==> src/rtl/counter_pkg.sv <==
// Shared definitions for the wrap counter and its compare/interrupt stage.
// Holds the compare-channel state encoding and the default count width.
package counter_pkg;

  // Default width of the upstream count and of every compare value.
  localparam int COUNT_W = 32;

  typedef enum logic [1:0] {
    CMP_IDLE,
    CMP_ARMED,
    CMP_PENDING
  } cmp_state_t;

endpackage

==> src/rtl/match_edge_det.sv <==
// Equality compare between a count and a compare value, with a registered
// copy of the result so that only the first cycle of a match is reported.
// A count that stalls on the compare value (upstream held in reset) thus
// produces a single event. Reusable for additional compare channels.
//
// Ports:
//   clk          clock
//   rst          asynchronous active-high reset
//   value_i      count being watched
//   cmp_i        compare value
//   match_edge_o high for one cycle when value_i first equals cmp_i
module match_edge_det
  import counter_pkg::*;
#(
  parameter int WIDTH = COUNT_W
) (
  input  logic             clk,
  input  logic             rst,
  input  logic [WIDTH-1:0] value_i,
  input  logic [WIDTH-1:0] cmp_i,
  output logic             match_edge_o
);

  logic match;
  logic match_q;

  assign match = (value_i == cmp_i);

  // Remember last cycle's compare result to detect the rising edge of match.
  always_ff @(posedge clk or posedge rst) begin
    if (rst) begin
      match_q <= 1'b0;
    end else begin
      match_q <= match;
    end
  end

  assign match_edge_o = match && !match_q;

endmodule

==> src/rtl/counter_cmp_irq.sv <==
// Compare/interrupt stage placed after the free-running wrap counter.
// Software loads a compare value through a valid/ready handshake. When the
// count reaches it, a level interrupt is raised and held until acknowledged.
// A one-shot compare returns to idle on ack; a periodic one re-arms.
//
// Ports:
//   clk, rst      clock and asynchronous active-high reset
//   q             count from the upstream counter
//   cmp_valid     compare write request
//   cmp_data      compare value (values above MAX_VALUE are rejected)
//   cmp_periodic  1 = re-arm after ack, 0 = one-shot
//   cmp_ready     write accepted when high together with cmp_valid (IDLE only)
//   disarm        cancel an armed or pending compare
//   irq           level interrupt
//   irq_ack       interrupt acknowledge
//   armed         high while ARMED or PENDING
//   cmp_err       one-cycle pulse after a rejected write
//   overrun_cnt   saturating count of matches missed while PENDING
//
// Build option: define CMP_OVERRUN_CNT_EN to add the OVF_W parameter and the
// overrun_cnt port. Without it, overruns are silently dropped.
module counter_cmp_irq
  import counter_pkg::*;
#(
  parameter int WIDTH     = COUNT_W,
  parameter int MAX_VALUE = 10000
`ifdef CMP_OVERRUN_CNT_EN
  ,
  parameter int OVF_W     = 8
`endif
) (
  input  logic             clk,
  input  logic             rst,
  input  logic [WIDTH-1:0] q,
  input  logic             cmp_valid,
  input  logic [WIDTH-1:0] cmp_data,
  input  logic             cmp_periodic,
  output logic             cmp_ready,
  input  logic             disarm,
  output logic             irq,
  input  logic             irq_ack,
  output logic             armed,
  output logic             cmp_err
`ifdef CMP_OVERRUN_CNT_EN
  ,
  output logic [OVF_W-1:0] overrun_cnt
`endif
);

  localparam logic [WIDTH-1:0] MaxValue = WIDTH'(MAX_VALUE);

  cmp_state_t       state_q, state_d;
  logic [WIDTH-1:0] cmp_reg_q, cmp_reg_d;
  logic             periodic_q, periodic_d;
  logic             cmp_err_q, cmp_err_d;
  logic             match_edge;
  logic             accept_write;

  match_edge_det #(
    .WIDTH(WIDTH)
  ) u_match (
    .clk         (clk),
    .rst         (rst),
    .value_i     (q),
    .cmp_i       (cmp_reg_q),
    .match_edge_o(match_edge)
  );

  // Writes are only taken in IDLE, and only legal values arm the channel.
  assign accept_write = (state_q == CMP_IDLE) && cmp_valid && (cmp_data <= MaxValue);

  // Next-state logic. disarm outranks both irq_ack and a fresh match.
  always_comb begin
    state_d    = state_q;
    cmp_reg_d  = cmp_reg_q;
    periodic_d = periodic_q;
    cmp_err_d  = 1'b0;
    case (state_q)
      CMP_IDLE: begin
        if (cmp_valid) begin
          if (cmp_data > MaxValue) begin
            cmp_err_d = 1'b1;
          end else begin
            cmp_reg_d  = cmp_data;
            periodic_d = cmp_periodic;
            state_d    = CMP_ARMED;
          end
        end
      end
      CMP_ARMED: begin
        if (disarm) begin
          state_d = CMP_IDLE;
        end else if (match_edge) begin
          state_d = CMP_PENDING;
        end
      end
      CMP_PENDING: begin
        if (disarm) begin
          state_d = CMP_IDLE;
        end else if (irq_ack) begin
          state_d = periodic_q ? CMP_ARMED : CMP_IDLE;
        end
      end
      default: state_d = CMP_IDLE;
    endcase
  end

  // Channel state and latched compare configuration.
  always_ff @(posedge clk or posedge rst) begin
    if (rst) begin
      state_q    <= CMP_IDLE;
      cmp_reg_q  <= '0;
      periodic_q <= 1'b0;
      cmp_err_q  <= 1'b0;
    end else begin
      state_q    <= state_d;
      cmp_reg_q  <= cmp_reg_d;
      periodic_q <= periodic_d;
      cmp_err_q  <= cmp_err_d;
    end
  end

  assign cmp_ready = (state_q == CMP_IDLE);
  assign irq       = (state_q == CMP_PENDING);
  assign armed     = (state_q != CMP_IDLE);
  assign cmp_err   = cmp_err_q;

`ifdef CMP_OVERRUN_CNT_EN
  logic             overrun;
  logic [OVF_W-1:0] ovf_q, ovf_d;

  // A match while PENDING is a missed event, unless disarm wins that cycle.
  assign overrun = (state_q == CMP_PENDING) && !disarm && match_edge;

  // Saturating overrun count, restarted by each accepted write.
  always_comb begin
    ovf_d = ovf_q;
    if (accept_write) begin
      ovf_d = '0;
    end else if (overrun && (ovf_q != '1)) begin
      ovf_d = ovf_q + OVF_W'(1);
    end
  end

  always_ff @(posedge clk or posedge rst) begin
    if (rst) begin
      ovf_q <= '0;
    end else begin
      ovf_q <= ovf_d;
    end
  end

  assign overrun_cnt = ovf_q;
`else
  logic unused_accept;
  assign unused_accept = accept_write;
`endif

endmodule

==> config.mk <==
export PLATFORM = sky130hd
export DESIGN_NAME = counter_cmp_irq
export DESIGN_NICKNAME = d
export VERILOG_FILES = /design/src/rtl/counter_pkg.sv /design/src/rtl/match_edge_det.sv /design/src/rtl/counter_cmp_irq.sv
export SDC_FILE = /design/constraint.sdc
export NUM_CORES = 1
export LEC_CHECK = 0
export ABC_AREA = 1
export CAP_MARGIN = 20
export CORE_MARGIN = 8
export CORE_UTILIZATION = 40
export CTS_CLUSTER_DIAMETER = 100
export DETAILED_ROUTE_END_ITERATION = 7
export PLACE_DENSITY = 0.79
export SYNTH_ARGS = -nofsm -noshare
export SYNTH_HDL_FRONTEND = slang
export SYNTH_SLANG_ARGS = --single-unit
==> constraint.sdc <==
create_clock -name clk -period 4.5 [get_ports clk]
set_clock_uncertainty 0.1 [all_clocks]
set_input_delay 0.675 -clock clk [delete_from_list [all_inputs] [get_ports clk]]
set_output_delay 0.675 -clock clk [all_outputs]
set_load 0.02 [all_outputs]
# Word-level counts from Yosys, hierarchy flattened
# Index checks and enable logic that the tools add are counted.
# classes
order_cmp,1
n_mux,11
n_reduce_logical,6
n_eq_ne,7
bitwise,1
# op_table
op,count
$eq A32 B32 Y1,1
$gt A32 B14 Y1 const B,1
$mux W2,6
$pmux W2 S3,1
$mux W1,4
$ne A2 B2 Y1 const B,2
$reduce_and A4 Y1,1
$ne A3 B2 Y1 const B,1
$ne A3 B3 Y1 const B,1
$reduce_and A3 Y1,1
$eq A2 B1 Y1 const B,1
$eq A2 B2 Y1 const B,1
$logic_not A2 Y1,1
$reduce_bool A2 Y1,1
$logic_and A1 B1 Y1,1
$logic_not A1 Y1,1
$not A1 Y1,1
# totals
input_bits,70
regBits,37
out_inout_bits,4
wordCells,31

# Longest topological paths before layout
# Gate-level depths: netlist of run 1.
# logic_depth
depth_word,5
depth_mapped,12
ltp_nobuf,11

# Modules after synthesis
# Synthesis of run 1 repeated with hierarchy kept, for this count alone.
# hier_totals
hier_cells,299
area_unflattened_um2,2164.6
# by_module_without_submodules
module,seq_area_each_um2,n_inst,cells_each,area_each_um2
counter_cmp_irq,900.9,1,196,1639.1
match_edge_det,25.0,1,103,525.5

# Worst setup path after synthesis of run 1
# Ideal clock, no wire load.
# synth_path
path_kind,register to output
from,register state_q[1]
to,output port armed
path_stages_with_launch,3
path_buffers,0
t_arrival_ns,1.168
slack_ns,2.557
t_required_ns,3.725
path_cell_list,dfrtp_1 nor2_1 inv_1
# synth_between
elab_chain_len,1
# synth_rtl
element,line_no,source
"start, declared",counter_cmp_irq.sv:52,"cmp_state_t state_q, state_d;"
"start signal, assigned",counter_cmp_irq.sv:116,state_q <= state_d;
$reduce_bool A2 Y1,counter_cmp_irq.sv:125,assign armed = (state_q != CMP_IDLE);
"end, declared",counter_cmp_irq.sv:42,"output logic armed,"
# Every way passes these cells.

# Final worst setup path of run 1
# layout_path
from,register state_q[1]
to,output port cmp_ready
# layout_between
elab_chain_len,1
# layout_rtl
element,line_no,source
$logic_not A2 Y1,counter_cmp_irq.sv:123,assign cmp_ready = (state_q == CMP_IDLE);
"end, declared",counter_cmp_irq.sv:38,"output logic cmp_ready,"
# Every way passes these cells.

==> results.toml, run 1 <==
[route]
dr.pass1.iters = 4
routedWlPerCell_um = 11.27
vias_per_cell = 4.189
antenna_left = 0
drt_iter0_drc = 67
via_count = 1885
wl_um = 5073
drc = 0

[yosys]
ys_types = 19
synth_cells = 303
synth-seq-area-share = 0.4361
syn_area_um2 = 2123
syn_avg_cell_area_um2 = 7.008
ys_seq_elements = 37
ys_warn_count = 0
synth_fp_nets = 373

[clock_tree]
htreeDepth = 2
worstSkewPairLatency_ps = 290
hold_buffers = 0
cts_tree = "done"
clockBufferDepth = 2
cts.sinks = 37
postCtsSetupRepairBufs = 0
path_clk_slew_ps = 80
cts.repair.resized = 0
ctsRootBufferMaster = "clkbuf_8"
cts_buffers = 5

[power_and_ir_drop]
clockPowerShare = 0.306
power.total_mw = 0.7427
p_leak_nw = 1.543
p_int_mw = 0.5400
power.switching_mw = 0.2027
pwr-share-comb = 0.231
seq_power_share = 0.463
powerDensity_nw_per_um2 = 247.8
vdd_ir_drop_max_uv = 127.7
swShare = 0.2729

[global_route]
grt_usage = 0.1410
antenna_found_initial = 0
grt_pass1_wl_um = 8707
grt_pass1_vias = 2030
grt_max_degree = 49
grt_overflow = 0

[setup_path]
worst_r2r_path_depth = 4
startpoint = "state_q[1]$_DFFE_PP0P_"
cpPeakStageDelay_ps = 720
regToRegSetupSlack_ps = 2540
start_kind = "register"
path_cells = "nor2_1 > clkdlybuf4s50_1"
reg2reg_to = "cmp_reg_q[5]$_DFFE_PP0P_"
worst_ep_arrival_time_ps = 1900
critPathCapture = "cmp_ready"
cp_slowest_cell = "clkdlybuf4s50_1"
cp_data_required_time_ps = 3720
critPathKind = "reg2out"
r2r_start = "state_q[1]$_DFFE_PP0P_"
cp_max_fo = 6
worstSetupEndpointType = "output pin"

[final_layout]
fin_nets = 449
antenna_cells = 0
drive_gt1_frac = 0.03684
area_delta_synth_final_pct = 41.13

[timing]
relSlewSlack = 0.6204
hold_viol = 0
setup_tns_ps = 0
setup_viol_count_final = 0
worstMarginPinSlew_ps = 567.4
slew_viol_final = 0
rsz0062_at_grt = "false"
clock.fmax_ghz = 0.3745
fin_crit_sh = 0.5934
min_period_ps = 2670

[job]
maxCapViolCount = 0

[placed_design]
port_buffers = 73
gp_congestion = 0.7320
hpwlAfterDp_um = 4127

[status]
outcome = "completed"

[die]
io_pins = 74
dieWidth_um = 88.86
num_rows = 26
fp.coreArea_um2 = 5107
die-area_um2 = 7895
initial_utilization = 0.4157
die_h_um = 88.86

[worst_hold_path]
hold_path_class = "reg2reg"
## layer usage
metal / track usage / vias up / share of wire
li1: - / 1023 / -
met4: 0.03379 / 0 / 0.0073
met3: 0.06128 / 4 / 0.084
met1: 0.1528 / 800 / 0.43
met2: 0.2453 / 58 / 0.48
met5: 0 / - / 0
## worst min-delay path by stage
stage | start | endpoint | slack [ps] | depth (start not counted)
CTS | cmp_reg_q[15]$_DFFE_PP0P_ | cmp_reg_q[15]$_DFFE_PP0P_ | 390 | 2
global route | cmp_reg_q[15]$_DFFE_PP0P_ | cmp_reg_q[15]$_DFFE_PP0P_ | 400 | 2
global placement | cmp_reg_q[15]$_DFFE_PP0P_ | cmp_reg_q[15]$_DFFE_PP0P_ | 370 | 2
floorplan | cmp_reg_q[14]$_DFFE_PP0P_ | cmp_reg_q[14]$_DFFE_PP0P_ | 360 | 2
finish | cmp_reg_q[15]$_DFFE_PP0P_ | cmp_reg_q[15]$_DFFE_PP0P_ | 390 | 2
detailed placement | cmp_reg_q[15]$_DFFE_PP0P_ | cmp_reg_q[15]$_DFFE_PP0P_ | 370 | 2
## power groups by stage
| stage | combinational [mW] | sequential [mW] | clock (mW) |
|---|---|---|---|
| 3_3_place_gp | 0.170 | 0.350 | 0 |
| 6_report | 0.171 | 0.344 | 0.227 |
| 4_1_cts | 0.174 | 0.344 | 0.235 |
| 2_1_floorplan | 0.0655 | 0.353 | 0 |
| 3_5_place_dp | 0.173 | 0.350 | 0 |
| 5_1_grt | 0.189 | 0.345 | 0.249 |
## registers in the layout, summed over array words and instances (netlist names)
name	flops
periodic_q	1
cmp_err	1
state_q	2
u_match.match_q	1
cmp_reg_q	32
## area by class of cell
cell class | count | area, µm²
timing repair buffer | 74 | 738.2
clock inverter | 3 | 17.52
clock buffer | 5 | 68.82
inverter | 76 | 285.3
multi-input combinational | 185 | 873.3
fill | 493 | 2111
tap | 70 | 87.58
sequential | 37 | 925.9
## Yosys cell counts
library cell	count	area [µm²]
nor2_1	31	116.4
buf_4	1	7.510
and2_4	1	8.760
nand3_4	1	17.52
nand4_1	4	25.02
dfrtp_1	37	925.9
clkbuf_1	1	3.750
inv_1	76	285.3
o21ai_0	16	80.08
nor2_2	1	6.260
a21oi_1	2	10.01
buf_2	1	5.000
nor3_1	1	5.000
nor4_1	1	6.260
xnor2_1	21	183.9
nand3_1	5	25.02
buf_6	2	22.52
nand2_1	99	371.6
o21ai_2	2	17.52
## worst max-delay path, delay by kind of cell (launching register included)
| family | cells | cell delay, ps |
|---|---|---|
| flip-flops | 1 | 420 |
| AND/OR/NAND/NOR | 1 | 470 |
| buffers and inverters | 1 | 720 |
## kinds of logic (layout without fill, tap and decap cells)
logic type | after synthesis | in the layout | share of synthesized area
compound gates | 20 | 20 | 0.05068
flops | 37 | 37 | 0.4361
xor+xnor | 21 | 21 | 0.08663
simple gates | 144 | 144 | 0.2740
buf+inv | 81 | 158 | 0.1526
## metrics by stage
stage	cell area [µm²]	util	setup slack [ps]	hold slack, ps	std cells
floorplan	2123	-	2557	356.8	303
global placement	2910	0.5698	1792	370.8	442
detailed placement	2910	0.5698	1763	372.9	442
CTS	2997	0.5867	1838	392.1	450
global route	2997	0.5867	1775	404.5	450
finish	2997	0.5867	1830	390.3	450
## placed cells by master (no fill, tap or decap)
cell type	instances
nand2_1	99
inv_1	76
clkdlybuf4s50_1	73
dfrtp_1	37
nor2_1	31
xnor2_1	21
o21ai_0	16
nand3_1	5
clkbuf_8	5
nand4_1	4
a21oi_1	2
o21ai_2	2
clkinv_2	2
nor2_2	1
and2_4	1
nand3_4	1
nor4_1	1
nor3_1	1
clkinvlp_4	1
buf_4	1
Power figures use the tool's default switching activity.
==> run 2: changes to the inputs <==
--- a/config.mk
+++ b/config.mk
@@ -11,7 +11,7 @@
 export CORE_UTILIZATION = 40
 export CTS_CLUSTER_DIAMETER = 100
 export DETAILED_ROUTE_END_ITERATION = 7
-export PLACE_DENSITY = 0.79
+export PLACE_DENSITY = 0.82
 export SYNTH_ARGS = -nofsm -noshare
 export SYNTH_HDL_FRONTEND = slang
 export SYNTH_SLANG_ARGS = --single-unit
==> constraint.sdc (replaced) <==
create_clock -name clk -period 2.4 [get_ports clk]
set_clock_uncertainty 0.1 [all_clocks]
set_input_delay 0.36 -clock clk [delete_from_list [all_inputs] [get_ports clk]]
set_output_delay 0.36 -clock clk [all_outputs]
set_load 0.02 [all_outputs]
==> run 2 against run 1 <==
Compared with the run above: sequential share of layout area is 0.63 points lower; core utilization up 1.2 points; via count rose by 2.1%; cell area up 2.1%; global-route usage down 0.19 points; critical endpoint unchanged.
==> results.toml, run 2 (synthesized netlist as in run 1, its figures left out) <==
[status]
outcome = "completed"

[timing]
clock.fmax_ghz = 0.5061
worstMarginPinSlew_ps = 470.6
setup_tns_ps = 0
relSlewSlack = 0.6863
hold_viol = 0
rsz0062_at_grt = "false"
fin_crit_sh = 0.8233
setup_viol_count_final = 0
min_period_ps = 1976
slew_viol_final = 0
holdWs_ps = 387.7

[setup_path]
critPathKind = "reg2out"
worst_r2r_path_depth = 6
cp_max_fo = 4
startpoint = "state_q[1]$_DFFE_PP0P_"
regToRegSetupSlack_ps = 820
worstSetupEndpointType = "output pin"
reg2reg_to = "cmp_reg_q[11]$_DFFE_PP0P_"
worst_ep_arrival_time_ps = 1520
start_kind = "register"
r2r_start = "state_q[1]$_DFFE_PP0P_"
cp_data_required_time_ps = 1940

[final_layout]
reg.largest.list = "cmp_reg_q: 32 flops, state_q: 2 flops"
multi_input_area_um2 = 873.3
mostFrequentLayoutCells = "99 x nand2_1, 76 x inv_1, 73 x clkdlybuf4s50_1"
final_common_cell = "nand2_1"
finish.utilization = 0.5990
antenna_cells = 0
largest_register = "cmp_reg_q"
fillers = 485
seq_area_um2 = 925.9
finalInstanceArea_um2 = 3059
fin_nets = 452
area_delta_synth_final_pct = 44.08
largest_reg_flops = 32
drive_gt1_frac = 0.04439
fin_cells = 453

[clock_tree]
cts.repair.resized = 0
cts_buffers = 5
cts_tree = "done"
hold_buffers = 0
clockBufferDepth = 2
htreeDepth = 2
postCtsSetupRepairBufs = 0
path_clk_slew_ps = 70
worstSkewPairLatency_ps = 280
ctsRootBufferMaster = "clkbuf_8"
cts.sinks = 37

[die]
die-area_um2 = 7895
initial_utilization = 0.4157
num_rows = 26
dieWidth_um = 88.86
fp.coreArea_um2 = 5107
die_h_um = 88.86
io_pins = 74

[placed_design]
port_buffers = 73
dp.cells = 445
postPlaceCellArea_um2 = 2958
gp_congestion = 0.7498
hpwlAfterDp_um = 4056

[power_and_ir_drop]
clockPowerShare = 0.328
powerDensity_nw_per_um2 = 474.3
p_int_mw = 1.082
power.switching_mw = 0.3687
seq_power_share = 0.445
pwr-share-comb = 0.227
vdd_ir_drop_max_uv = 305.4
p_leak_nw = 1.579
swShare = 0.2541

[global_route]
antenna_found_initial = 0
grt_pass1_wl_um = 8763
grt_usage = 0.1391
grt_overflow = 0
grt_max_degree = 38
grt_pass1_vias = 2059

[route]
dr.pass1.iters = 4
via_count = 1924
vias_per_cell = 4.247
drt_iter0_drc = 22
wl_um = 4977
antenna_left = 0
drc = 0
routedWlPerCell_um = 10.99

[worst_hold_path]
hold_path_class = "in2async"

[job]
maxCapViolCount = 0
## run 2: cell count changes in the layout (fill, tap and decap cells not counted), sizes merged
| cell | delta |
|---|---|
| buf | +3 |
| clkbuf | +2 |
| clkinv | -1 |
| clkinvlp | -1 |
## run 2: area by class of cell
class,instances,area share
clock buffer,7,0.03149
clock inverter,1,0.001636
inverter,76,0.09325
multi-input combinational,185,0.2855
sequential,37,0.3027
tap,70,0.02863
timing repair buffer,77,0.2569
## run 2: worst max path at each step
| stage | to | slack (ps) | cells past startpoint |
|---|---|---|---|
| detailed placement | cmp_reg_q[11]$_DFFE_PP0P_ | 180 | 11 |
| global placement | cmp_reg_q[9]$_DFFE_PP0P_ | 240 | 10 |
| floorplan | cmp_reg_q[0]$_DFFE_PP0P_ | 730 | 6 |
| finish | cmp_ready | 420 | 2 |
| global route | cmp_reg_q[6]$_DFFE_PP0P_ | 300 | 11 |
| CTS | cmp_ready | 390 | 2 |
## run 2: stage by stage
stage	total power [mW]	setup WS, ps
5_1_grt	1.524	298.3
6_report	1.451	424.1
3_5_place_dp	0.9909	178.7
2_1_floorplan	0.7846	729.6
3_3_place_gp	0.9872	242.3
4_1_cts	1.474	393.9
## run 2: power by group through the flow
| stage | clock, mW | combinational, mW | sequential [mW] |
|---|---|---|---|
| floorplan | 0 | 0.123 | 0.662 |
| CTS | 0.493 | 0.335 | 0.646 |
| detailed placement | 0 | 0.333 | 0.658 |
| global placement | 0 | 0.329 | 0.658 |
| global route | 0.512 | 0.364 | 0.648 |
| finish | 0.475 | 0.330 | 0.645 |
## run 2: critical path, cell delays in order, from the launching register on
cell             delay [ps]
dfrtp_1                 410
nor2_1                  180
clkdlybuf4s50_1         640
## run 2: layer usage
layer  routed length [µm]  vias to the layer above  global-route usage
met5                    0                        -                   0
met4                   35                        0             0.03533
met3                  439                        5             0.05292
met2                 2428                       56              0.2466
met1                 2074                      832              0.1506
li1                     -                     1031                   -
